==> config.mk <==
export PLATFORM = sky130hd
export DESIGN_NAME = hiscore_uploader
export DESIGN_NICKNAME = d
export VERILOG_FILES = /design/src/rtl/hiscore_uploader.sv
export SDC_FILE = /design/constraint.sdc
export NUM_CORES = 1
export LEC_CHECK = 0
export BUFFER_PORTS_ARGS = -buffer_cell sky130_fd_sc_hd__buf_2
export CAP_MARGIN = 25
export CORE_UTILIZATION = 30
export CTS_CLUSTER_SIZE = 30
export DETAILED_ROUTE_END_ITERATION = 16
export GPL_TIMING_DRIVEN = 0
export SLEW_MARGIN = 30
export SYNTH_ARGS = -nofsm -noshare
export SYNTH_HDL_FRONTEND = slang
export SYNTH_SLANG_ARGS = --single-unit
==> constraint.sdc <==
create_clock -name clk -period 8.2 [get_ports clk]
set_input_delay 1.64 -clock clk [delete_from_list [all_inputs] [get_ports clk]]
set_output_delay 1.64 -clock clk [all_outputs]
set_load 0.02 [all_outputs]
==> src/rtl/hiscore_uploader.sv <==
// Hiscore read-back path: loads the region table from the config download, then
// pauses the CPU and streams the configured RAM regions to the HPS one byte per ioctl_rd.
module hiscore_uploader #(
   parameter int unsigned HS_ADDRESSWIDTH = 16,
   parameter int unsigned CFG_ENTRIES     = 4,
   parameter int unsigned RAM_LATENCY     = 2,
   parameter logic [7:0]  CFG_INDEX       = 8'd3,
   parameter logic [7:0]  DATA_INDEX      = 8'd4
) (
   input  logic                       clk,
   input  logic                       reset,
   input  logic                       ioctl_download,
   input  logic                       ioctl_upload,
   input  logic                       ioctl_wr,
   input  logic                       ioctl_rd,
   input  logic [7:0]                 ioctl_index,
   input  logic [24:0]                ioctl_addr,
   input  logic [7:0]                 ioctl_dout,
   output logic [7:0]                 ioctl_din,
   output logic                       ioctl_upload_req,
   input  logic                       osd_status,
   input  logic                       autosave,
   input  logic                       paused,
   output logic                       pause_cpu,
   output logic [HS_ADDRESSWIDTH-1:0] ram_address,
   input  logic [7:0]                 data_from_ram,
   output logic                       ram_read,
   output logic                       configured
);

   localparam int unsigned EW  = (CFG_ENTRIES > 1) ? $clog2(CFG_ENTRIES) : 1;
   localparam int unsigned ECW = EW + 1;
   localparam int unsigned BCW = EW + 9;
   localparam int unsigned LCW = 3;

   typedef struct packed {
      logic [15:0] start;
      logic [7:0]  len_m1;
   } cfg_entry_t;

   typedef enum logic [2:0] {
      IDLE,
      PAUSE_WAIT,
      READY,
      READ,
      HOLD
   } state_t;

   cfg_entry_t     cfg_tbl [CFG_ENTRIES];
   logic [ECW-1:0] entry_count;
   logic           cfg_dl;
   logic           dl_d;
   logic           ul_d;
   logic           osd_d;

   state_t         state;
   logic [ECW-1:0] entry;
   logic [7:0]     offset;
   logic [BCW-1:0] byte_count;
   logic [LCW-1:0] lat_cnt;
   logic           pending;

   logic [22:0]    cfg_e;
   logic           cfg_wr;
   logic           cfg_hit;
   logic           cfg_start;
   logic           dl_fall;
   logic           ul_rise;
   logic           osd_fall;
   logic [ECW-1:0] ec_base;
   logic [ECW-1:0] ec_next;
   cfg_entry_t     cur;
   logic           cursor_valid;
   logic           addr_hit;
   logic           rd_req;

   assign cfg_e     = ioctl_addr[24:2];
   assign cfg_wr    = ioctl_wr && ioctl_download && (ioctl_index == CFG_INDEX);
   assign cfg_hit   = cfg_wr && (cfg_e < 23'(CFG_ENTRIES));
   assign cfg_start = ioctl_download && !dl_d && (ioctl_index == CFG_INDEX);
   assign dl_fall   = dl_d && !ioctl_download;
   assign ul_rise   = ioctl_upload && !ul_d;
   assign osd_fall  = osd_d && !osd_status;

   // A fresh config download restarts the entry count; the count tracks the highest entry written.
   assign ec_base = cfg_start ? '0 : entry_count;
   assign ec_next = (cfg_hit && (ECW'(cfg_e) >= ec_base)) ? ECW'(cfg_e) + ECW'(1) : ec_base;

   assign cur          = cfg_tbl[entry[EW-1:0]];
   assign cursor_valid = entry < entry_count;
   assign addr_hit     = ioctl_addr == 25'(byte_count);
   assign rd_req       = ioctl_rd || pending;

   // Config table load and the configured flag.
   always_ff @(posedge clk) begin
      if (reset) begin
         for (int unsigned i = 0; i < CFG_ENTRIES; i++) begin
            cfg_tbl[i] <= '0;
         end
         entry_count <= '0;
         configured  <= 1'b0;
         cfg_dl      <= 1'b0;
         dl_d        <= 1'b0;
      end else begin
         dl_d        <= ioctl_download;
         entry_count <= ec_next;
         if (cfg_start) begin
            cfg_dl     <= 1'b1;
            configured <= 1'b0;
         end else if (dl_fall && cfg_dl) begin
            cfg_dl     <= 1'b0;
            configured <= (entry_count != '0);
         end
         if (cfg_hit) begin
            case (ioctl_addr[1:0])
               2'd0:    cfg_tbl[cfg_e[EW-1:0]].start[15:8] <= ioctl_dout;
               2'd1:    cfg_tbl[cfg_e[EW-1:0]].start[7:0]  <= ioctl_dout;
               2'd2:    cfg_tbl[cfg_e[EW-1:0]].len_m1      <= ioctl_dout;
               default: ;
            endcase
         end
      end
   end

   // Upload sequencer: pause handshake, in-order byte reads, autosave request.
   always_ff @(posedge clk) begin
      if (reset) begin
         state            <= IDLE;
         pause_cpu        <= 1'b0;
         ram_read         <= 1'b0;
         ram_address      <= '0;
         ioctl_din        <= '0;
         ioctl_upload_req <= 1'b0;
         entry            <= '0;
         offset           <= '0;
         byte_count       <= '0;
         lat_cnt          <= '0;
         pending          <= 1'b0;
         ul_d             <= 1'b0;
         osd_d            <= 1'b0;
      end else begin
         ul_d             <= ioctl_upload;
         osd_d            <= osd_status;
         ioctl_upload_req <= osd_fall && autosave && configured && (state == IDLE);

         if ((state != IDLE) && !ioctl_upload) begin
            state     <= IDLE;
            ram_read  <= 1'b0;
            pause_cpu <= 1'b0;
            pending   <= 1'b0;
         end else begin
            // Strobes that cannot be serviced this cycle are remembered.
            if ((state != IDLE) && ioctl_rd) begin
               pending <= 1'b1;
            end
            case (state)
               IDLE: begin
                  if (ul_rise && (ioctl_index == DATA_INDEX) && configured) begin
                     entry      <= '0;
                     offset     <= '0;
                     byte_count <= '0;
                     pending    <= 1'b0;
                     pause_cpu  <= 1'b1;
                     state      <= PAUSE_WAIT;
                  end
               end
               PAUSE_WAIT, READY: begin
                  if (paused) begin
                     state <= READY;
                     if (rd_req) begin
                        pending <= 1'b0;
                        if (addr_hit && cursor_valid) begin
                           ram_address <= HS_ADDRESSWIDTH'(cur.start) + HS_ADDRESSWIDTH'(offset);
                           ram_read    <= 1'b1;
                           lat_cnt     <= '0;
                           state       <= READ;
                        end else begin
                           ioctl_din <= 8'h00;
                        end
                     end
                  end
               end
               READ: begin
                  if (paused) begin
                     if (lat_cnt == LCW'(RAM_LATENCY)) begin
                        ioctl_din  <= data_from_ram;
                        ram_read   <= 1'b0;
                        byte_count <= byte_count + BCW'(1);
                        if (offset == cur.len_m1) begin
                           entry  <= entry + ECW'(1);
                           offset <= '0;
                        end else begin
                           offset <= offset + 8'd1;
                        end
                        state <= HOLD;
                     end else begin
                        lat_cnt <= lat_cnt + LCW'(1);
                     end
                  end
               end
               HOLD: begin
                  if (paused) begin
                     state <= READY;
                  end
               end
               default: state <= IDLE;
            endcase
         end
      end
   end

endmodule

==> results by group, run 1 <==
Outcome
  • Run status: finished clean

STA
  • Slew HR: 41.72%
  • Fmax: 0.2122 GHz
  • Setup violators final: 0
  • Number of hold violations in the final report: 0
  • Setup repair after global routing missed its margin: no
  • Post-Route Setup TNS: 0 ns
  • Largest clock skew in the final design: 0.01024 ns
  • Period utilization: 57.46%
  • Min Clock Period, post-route: 4.712 ns
  • Final worst setup slack: 3.488 ns
  • Slew at the pin with the worst max-slew slack: 0.8723 ns
  • Count of final max-slew check failures: 0

Logic synthesis
  • Main combinational cell family by area after synthesis: simple AND/OR/NAND/NOR gates
  • Synth Area in Simple Gates: 18.86%
  • Post-synthesis share of cell area spent on full adders, half adders and majority gates: 3.249%
  • Post-synthesis cell type count: 60
  • Top FF cell, synth: sky130_fd_sc_hd__edfxtp_1
  • Count of synthesis-stage warnings from yosys: 0
  • Post-synthesis net count: 764
  • Post-synth design cell area: 7933 um^2
  • Xor and xnor fraction of the mapped netlist area: 4.306%
  • Fraction of the mapped netlist area in compound gates: 9.921%
  • Number of synthesized flops with an enable pin: 96
  • Per-instance average area after synthesis: 11.56 um^2
  • Proportion of synthesized chip area in sequential cells: 53.00%
  • Portion of netlist area occupied by mux cells: 7.965%
  • Post-synthesis register bit count: 162
  • Count of mapped cells out of synthesis: 686
  • Async set-reset flop share out of synthesis: 0%

Clock network
  • Clock network latency to the later pin of the worst-skew pair: 0.44 ns
  • CTS Hold Buffers Added: 0
  • Clock tree root driver cell: sky130_fd_sc_hd__clkbuf_16
  • Clock Path Buffers: 2
  • Clock tree from TritonCTS: built
  • Setup Buffers After CTS: 0
  • H-tree depth: 4
  • Number of cells upsized or downsized after cts: 0
  • Number of clock buffers inserted by TritonCTS: 17
  • Clock net sink count: 162
  • Clock-pin transition on the worst setup and hold timing paths: 0.07 ns

Worst setup path
  • Critical Path Most Common Cell: sky130_fd_sc_hd__clkbuf_1
  • Register-to-register setup slack: 4.36 ns
  • Category of the critical setup timing path: in -> reg
  • Crit-path slowest cell: sky130_fd_sc_hd__a21boi_1
  • Element type at the critical path end: register
  • Highest cell delay on the worst timing path: 0.77 ns
  • Critical path's top delay family: simple AND/OR/NAND/NOR gates
  • Number of cells on the worst reg-to-reg path: 12
  • Total buffers and inverters traversed by the critical path: 3
  • Data arrival time of the critical path: 4.78 ns
  • R2R Path End: ram_address[14]$_SDFFE_PP0P_
  • Worst EP required: 8.26 ns
  • Maximum fanout along the worst path: 10
  • Ordered list of cells on the worst path: buf_2 -> or4_1 -> nor3_1 -> and4_1 -> clkbuf_1 -> a31o_2 -> clkbuf_1 -> a21boi_1
  • Launching element type of the critical path: primary input

Finish
  • Post-route insts no fill: 1136
  • Post-route design area: 9355 um^2
  • Area growth from synthesis to layout: 17.93%
  • Layout cells sized above 1: 19.73%
  • Fin nets: 866
  • Diodes inserted: 0

Power and ir drop
  • Max rail drop VDD: 0.1451 mV
  • Fraction of power spent switching nets: 25.02%
  • Share of total power in combinational logic: 5.0%
  • Sequential share of power: 50.5%
  • Proportion of power drawn by the clock network: 44.6%
  • Reported leakage power: 0.003698 uW
  • Overall power consumption: 1765 uW
  • Cell-internal power: 1324 uW
  • Switching component of the power: 441.6 uW
  • Total power per unit cell area: 188.7 nW/um^2

Place
  • Count of buffers inserted at the top-level ports: 83
  • Post-detailed-placement half-perimeter wirelength: 14820 um
  • Post-Place Cells: 1104
  • Worst slack, placed: 3.057 ns
  • RePlAce Congestion: 0.8064
  • Area of placed instances: 8775 um^2

Global route
  • Wire length of the first global-routing pass: 31750 um
  • Final global-route overflow total: 0
  • Initial antenna violation count: 0
  • Vias in the first global route: 5660
  • Largest net degree at the start of global routing: 19
  • Aggregate global-route resource usage: 15.59%

Routing
  • WL per Instance: 17.73 um
  • 1st-pass router iterations: 4
  • DRC marker count from the first detailed-route iteration: 342
  • Via count: 5824
  • Number of nets still failing antenna checks after routing: 0
  • Drt total wl: 20140 um
  • Remaining routing DRC violations: 0
  • Drt via density: 5.127

Floorplanning
  • Starting utilization of the core area: 30.53%
  • Num ports: 86
  • Overall die width: 164.6 um
  • Number of core rows: 59
  • Total Die Area: 27100 um^2
  • Die span in y: 164.6 um
  • Core Box Area: 25980 um^2

Run
  • Max-cap check violation count: 0

Min path
  • Hold Crit Endpoint: cfg_dl$_SDFFE_PP0P_
  • Worst min-delay path category: reg -> reg
  • Number of stages on the worst hold path: 2
  • Startpoint of the worst hold path: cfg_dl$_SDFFE_PP0P_
==> through the flow <==
stage / utilization [%] / hold slack, ns
6_report: 36.00 / 0.4760
3_5_place_dp: 33.77 / 0.4647
2_1_floorplan: - / 0.4489
4_1_cts: 36.00 / 0.4740
3_3_place_gp: 33.74 / 0.4595
5_1_grt: 36.00 / 0.5118
==> cell families after synthesis <==
kind of cell	after synthesis
DFF	162
AOI/OAI and AO/OA	123
adders and majority gates	20
xor gates and xnor gates	39
muxes	33
and+or+nand+nor	256
buffers and inverters	53
==> final cells by class <==
class,instances,area (um^2)
Multi-Input combinational cell,471,3522
Fill cell,2602,16630
Tap cell,335,419.2
Sequential cell,162,4204
Clock buffer,17,425.4
Clock inverter,15,155.1
Inverter,17,63.81
Timing Repair Buffer,83,415.4
Buffer,36,150.1
==> worst max-delay path by stage <==
stage | start | end | slack [ns] | cells past startpoint
finish | ioctl_index[5] | cfg_tbl[3][14]$_DFFE_PP_ | 3.49 | 8
global route | ioctl_index[5] | cfg_tbl[3][14]$_DFFE_PP_ | 3.30 | 8
CTS | ioctl_index[5] | cfg_tbl[3][14]$_DFFE_PP_ | 3.51 | 8
detailed placement | ioctl_index[5] | cfg_tbl[3][10]$_DFFE_PP_ | 3.06 | 8
global placement | ioctl_index[5] | cfg_tbl[3][14]$_DFFE_PP_ | 2.68 | 8
floorplan | ioctl_index[5] | cfg_tbl[3][10]$_DFFE_PP_ | 3.83 | 7
==> state kept, by name, summed over array words and instances, names as in the netlist, 3 cells and up, named ones only <==
name         count
ioctl_din        8
byte_count      11
entry_count      3
cfg_tbl         96
ram_address     16
entry            3
lat_cnt          3
offset           8
state            3
==> power groups by stage <==
| stage | logic [uW] | clock network, uW | registers (uW) |
|---|---|---|---|
| after floorplan | 46.1 | 0 | 905 |
| after global placement | 86.4 | 0 | 909 |
| after CTS | 87.9 | 801 | 891 |
| after global routing | 95.1 | 832 | 893 |
| after detailed placement | 87.7 | 0 | 910 |
| final | 87.4 | 787 | 891 |
==> tightest hold or removal path: cells and delay by family, from the launching register on <==
family,cells,cell delay (ns)
flops,1,0.30
compound gates,2,0.12
==> synthesized netlist by cell type (all sizes together), types with 6 or more instances <==
library cell	count	share of area, %
a211oi	13	1.2
nor2b	8	0.63
a22oi	10	0.95
nand2b	7	0.55
a31oi	7	0.55
mux2i	8	1.0
clkbuf	30	1.4
xor2	29	3.2
nor4	10	1.2
nand3	9	0.57
and3	84	6.6
dfxtp	66	17
inv	17	0.80
nand4	8	0.71
or3	9	0.71
buf	6	0.47
nor2	43	2.0
and2	7	0.55
a21o	14	1.3
edfxtp	96	36
xnor2	10	1.1
o21ai	21	1.5
mux4	24	6.8
a21oi	39	2.5
nor3	12	1.0
ha	19	3.0
or4	6	0.57
nand2	31	1.5
==> cells in the final DEF (no fill, tap or decap), types with 24 or more instances in the layout <==
master / netlist / routed
sky130_fd_sc_hd__edfxtp_1: 96 / 96
sky130_fd_sc_hd__buf_2: 3 / 86
sky130_fd_sc_hd__and3_1: 84 / 84
sky130_fd_sc_hd__dfxtp_1: 66 / 66
sky130_fd_sc_hd__nor2_1: 43 / 43
sky130_fd_sc_hd__a21oi_1: 39 / 39
sky130_fd_sc_hd__nand2_1: 31 / 31
sky130_fd_sc_hd__clkbuf_1: 30 / 30
sky130_fd_sc_hd__xor2_1: 29 / 29
sky130_fd_sc_hd__mux4_2: 24 / 24
==> layer usage <==
| metal | part of all wire, % | track usage, % | wire length (um) |
|---|---|---|---|
| met4 | 2.8 | 6.464 | 556 |
| met3 | 4.2 | 2.788 | 855 |
| met1 | 45 | 19.95 | 8966 |
| met5 | 0 | 0 | 0 |
| met2 | 48 | 25.86 | 9762 |
Power figures use the tool's default switching activity.
==> inputs of run 2 (changes only) <==
--- a/config.mk
+++ b/config.mk
@@ -5,6 +5,7 @@
 export SDC_FILE = /design/constraint.sdc
 export NUM_CORES = 1
 export LEC_CHECK = 0
+export ABC_AREA = 1
 export BUFFER_PORTS_ARGS = -buffer_cell sky130_fd_sc_hd__buf_2
 export CAP_MARGIN = 25
 export CORE_UTILIZATION = 30
==> constraint.sdc (replaced) <==
create_clock -name clk -period 4.6 [get_ports clk]
set_input_delay 0.92 -clock clk [delete_from_list [all_inputs] [get_ports clk]]
set_output_delay 0.92 -clock clk [all_outputs]
set_load 0.02 [all_outputs]
==> run 2 against run 1 <==
  * Critical path depth grew 10
  * Synthesized cell count grew 49%
  * Setup slack lost 2.7 ns
  * Critical path type is now reg -> reg
==> results by group, run 2 <==
Logic synthesis
  • Proportion of synthesized chip area in sequential cells: 50.25% (-2.7 points)
  • Top post-synthesis cells by count: 252 x sky130_fd_sc_hd__nand2_1, 172 x sky130_fd_sc_hd__nor2_1, 102 x sky130_fd_sc_hd__inv_1
  • Post-synth design cell area: 8366 um^2 (+5.5%)
  • Count of mapped cells out of synthesis: 1020 (+49%)
  • Async set-reset flop share out of synthesis: 0% (unchanged)
  • Area fraction of the dominant cell type after synthesis: 34.46% (-1.9 points)
  • Count leader, synth: sky130_fd_sc_hd__nand2_1
  • Post-synthesis cell type count: 46 (-23%)
  • Count of synthesis-stage warnings from yosys: 0 (unchanged)
  • Post-synthesis net count: 1098 (+44%)
  • Top FF cell, synth: sky130_fd_sc_hd__edfxtp_1
  • Cell accounting for the most synthesized area: sky130_fd_sc_hd__edfxtp_1
  • Cells taking the most area after synthesis: sky130_fd_sc_hd__edfxtp_1 34%, sky130_fd_sc_hd__dfxtp_1 16%, sky130_fd_sc_hd__nand2_1 11%
  • Per-instance average area after synthesis: 8.201 um^2 (-29%)
  • Number of synthesized flops with an enable pin: 96 (unchanged)
  • Post-synthesis register bit count: 162 (unchanged)

Finish
  • Register ranked first by flip-flop count: cfg_tbl
  • Fin nets: 1202 (+39%)
  • Layout cells sized above 1: 15.15% (-4.6 points)
  • Commonest cells after routing, fill and taps aside: 252 x sky130_fd_sc_hd__nand2_1, 172 x sky130_fd_sc_hd__nor2_1, 102 x sky130_fd_sc_hd__inv_1
  • Largest registers in the final layout: cfg_tbl: 96 flops, ram_address: 16 flops, byte_count: 11 flops
  • Diodes inserted: 0 (unchanged)
  • Number of flip-flops under the largest register name: 96 (unchanged)
  • Area growth from synthesis to layout: 17.62%
  • Commonest non-fill, non-tap cell in the layout: sky130_fd_sc_hd__nand2_1

Floorplanning
  • Number of core rows: 60 (+1.7%)
  • Overall die width: 169.0 um (+2.7%)
  • Starting utilization of the core area: 30.78% (+0.25 points)
  • Total Die Area: 28560 um^2 (+5.4%)
  • Num ports: 86 (unchanged)
  • Core Box Area: 27180 um^2 (+4.6%)
  • Die span in y: 169.0 um (+2.7%)

Clock network
  • Number of clock buffers inserted by TritonCTS: 17 (unchanged)
  • CTS Hold Buffers Added: 0 (unchanged)
  • Clock tree root driver cell: sky130_fd_sc_hd__clkbuf_16
  • Setup Buffers After CTS: 0 (unchanged)
  • H-tree depth: 4 (unchanged)
  • Clock-pin transition on the worst setup and hold timing paths: 0.07 ns (about the same)
  • Clock net sink count: 162 (unchanged)
  • Clock Path Buffers: 2 (unchanged)
  • Clock network latency to the later pin of the worst-skew pair: 0.43 ns (about the same)
  • Number of cells upsized or downsized after cts: 0 (unchanged)
  • Clock tree from TritonCTS: built

STA
  • Min Clock Period, post-route: 3.796 ns
  • Number of hold violations in the final report: 0 (unchanged)
  • Slew at the pin with the worst max-slew slack: 0.7225 ns (-0.1499 ns)
  • Post-Route Setup TNS: 0 ns (unchanged)
  • Period utilization: 82.53%
  • Slew HR: 51.66% (+9.9 points)
  • Count of final max-slew check failures: 0 (unchanged)
  • Setup repair after global routing missed its margin: no
  • Final worst setup slack: 0.8035 ns (-2.685 ns)
  • Setup violators final: 0 (unchanged)
  • Largest clock skew in the final design: 0.01446 ns (+0.004220 ns)
  • Fmax: 0.2634 GHz

Min path
  • Worst min-delay path category: reg -> reg

Place
  • Post-detailed-placement half-perimeter wirelength: 16300 um (+10%)
  • Worst slack, placed: 0.8230 ns (-2.234 ns)
  • RePlAce Congestion: 0.8775 (+8.8%)
  • Count of buffers inserted at the top-level ports: 85 (+2.4%)

Worst setup path
  • Crit-path slowest cell: sky130_fd_sc_hd__o21ai_0
  • Critical Path Most Common Cell: sky130_fd_sc_hd__nor2_1
  • Launching element type of the critical path: register
  • Data arrival time of the critical path: 4.12 ns (-0.66 ns)
  • Category of the critical setup timing path: reg -> reg
  • Element type at the critical path end: register
  • Critical path's top delay family: buffers and inverters
  • Highest cell delay on the worst timing path: 0.42 ns (-0.35 ns)
  • Ordered list of cells on the worst path: buf_4 -> inv_4 -> buf_4 -> buf_2 -> clkbuf_1 -> nor2_1 -> o22ai_1 -> ha_1 -> inv_1 -> fa_1 -> o21ai_0 -> a21oi_1 -> nor2_2 -> inv_1 -> o21ai_0 -> nand2_1 -> nor2_1 -> nor2_1
  • Total buffers and inverters traversed by the critical path: 7 (+4)
  • Worst EP required: 4.92 ns (-3.34 ns)
  • Maximum fanout along the worst path: 10 (unchanged)

Global route
  • Vias in the first global route: 6637 (+17%)
  • Largest net degree at the start of global routing: 17 (-2)
  • Final global-route overflow total: 0 (unchanged)
  • Initial antenna violation count: 0 (unchanged)
  • Wire length of the first global-routing pass: 35350 um (+11%)
  • Aggregate global-route resource usage: 16.09% (+0.50 points)

Routing
  • Drt via density: 4.601 (-10%)
  • 1st-pass router iterations: 5 (+1)
  • Remaining routing DRC violations: 0 (unchanged)
  • Via count: 6933 (+19%)
  • WL per Instance: 14.55 um (-18%)
  • Number of nets still failing antenna checks after routing: 0 (unchanged)
  • DRC marker count from the first detailed-route iteration: 463 (+35%)
  • Drt total wl: 21920 um (+8.9%)

Power and ir drop
  • Max rail drop VDD: 0.2523 mV (+74%)
  • Reported leakage power: 0.003982 uW (+7.7%)
  • Total power per unit cell area: 354.4 nW/um^2 (+88%)

Run
  • Max-cap check violation count: 0 (unchanged)

Outcome
  • Run status: finished clean
run 2: changes by cell type after synthesis, sizes merged, moves of 24 or more:
cell and change:
nand2 +226, nor2 +139, inv +91, and3 -84, nand3 +64, mux4 -24
run 2: metal layers:
layer  wire length (um)  part of all wire [%]  GRT usage, %  vias up
met1              10110                    46         21.27     3174
met2              10290                    47         26.46      190
li1                   -                     -             -     3554
met5                  0                     0             0        -
met3               1301                   5.9         3.507       15
met4                217                  0.99         4.426        0
run 2: per-stage QoR:
| stage | instance area, um^2 | cells | util (%) | total power, uW | hold WS, ns |
|---|---|---|---|---|---|
| global route | 9839 | 1507 | 36.21 | 3633 | 0.4744 |
| detailed placement | 9256 | 1477 | 34.06 | 2081 | 0.4422 |
| CTS | 9839 | 1507 | 36.21 | 3506 | 0.4525 |
| floorplan | 8366 | 1020 | - | 1943 | 0.4415 |
| finish | 9839 | 1507 | 36.21 | 3487 | 0.4504 |
| global placement | 9256 | 1477 | 34.06 | 2078 | 0.4466 |
run 2: worst paths after layout:
check                         start                      endpoint  slack [ns]  cells past startpoint
max                        register  ram_address[12]$_SDFFE_PP0P_        0.80                     18
min          pause_cpu$_SDFFE_PP0P_        pause_cpu$_SDFFE_PP0P_        0.45                      2
max reg2reg                register  ram_address[12]$_SDFFE_PP0P_        0.80                     18
min reg2reg  pause_cpu$_SDFFE_PP0P_        pause_cpu$_SDFFE_PP0P_        0.45                      2
run 2: cells by family after synthesis:
kind of cell	synth area share, %
AOI/OAI and AO/OA	7.314
adders and majority gates	3.081
and+or+nand+nor	29.23
xor gates and xnor gates	2.722
buffers and inverters	7.404
DFF	50.25
run 2: tightest hold or removal path, stage by stage (launching register included):
cell and delay [ns]:
sky130_fd_sc_hd__dfxtp_1 0.31, sky130_fd_sc_hd__inv_1 0.05, sky130_fd_sc_hd__a21oi_1 0.05
run 2: final cells by class:
type,count,area (um^2)
plain buffers,29,203.9
clock buffers,18,429.2
clock inverters,12,153.9
fillers,2835,17340
inverters,110,415.4
multi-input cells,719,3542
flip-flops and latches,162,4204
well taps,372,465.4
repair buffers,85,425.4
run 2: power by group:
| group | internal [uW] | switching [uW] | total [uW] |
|---|---|---|---|
| sequential | 1590 | 21.2 | 1610 |
| combinational | 130 | 308 | 439 |
| clock | 811 | 629 | 1440 |
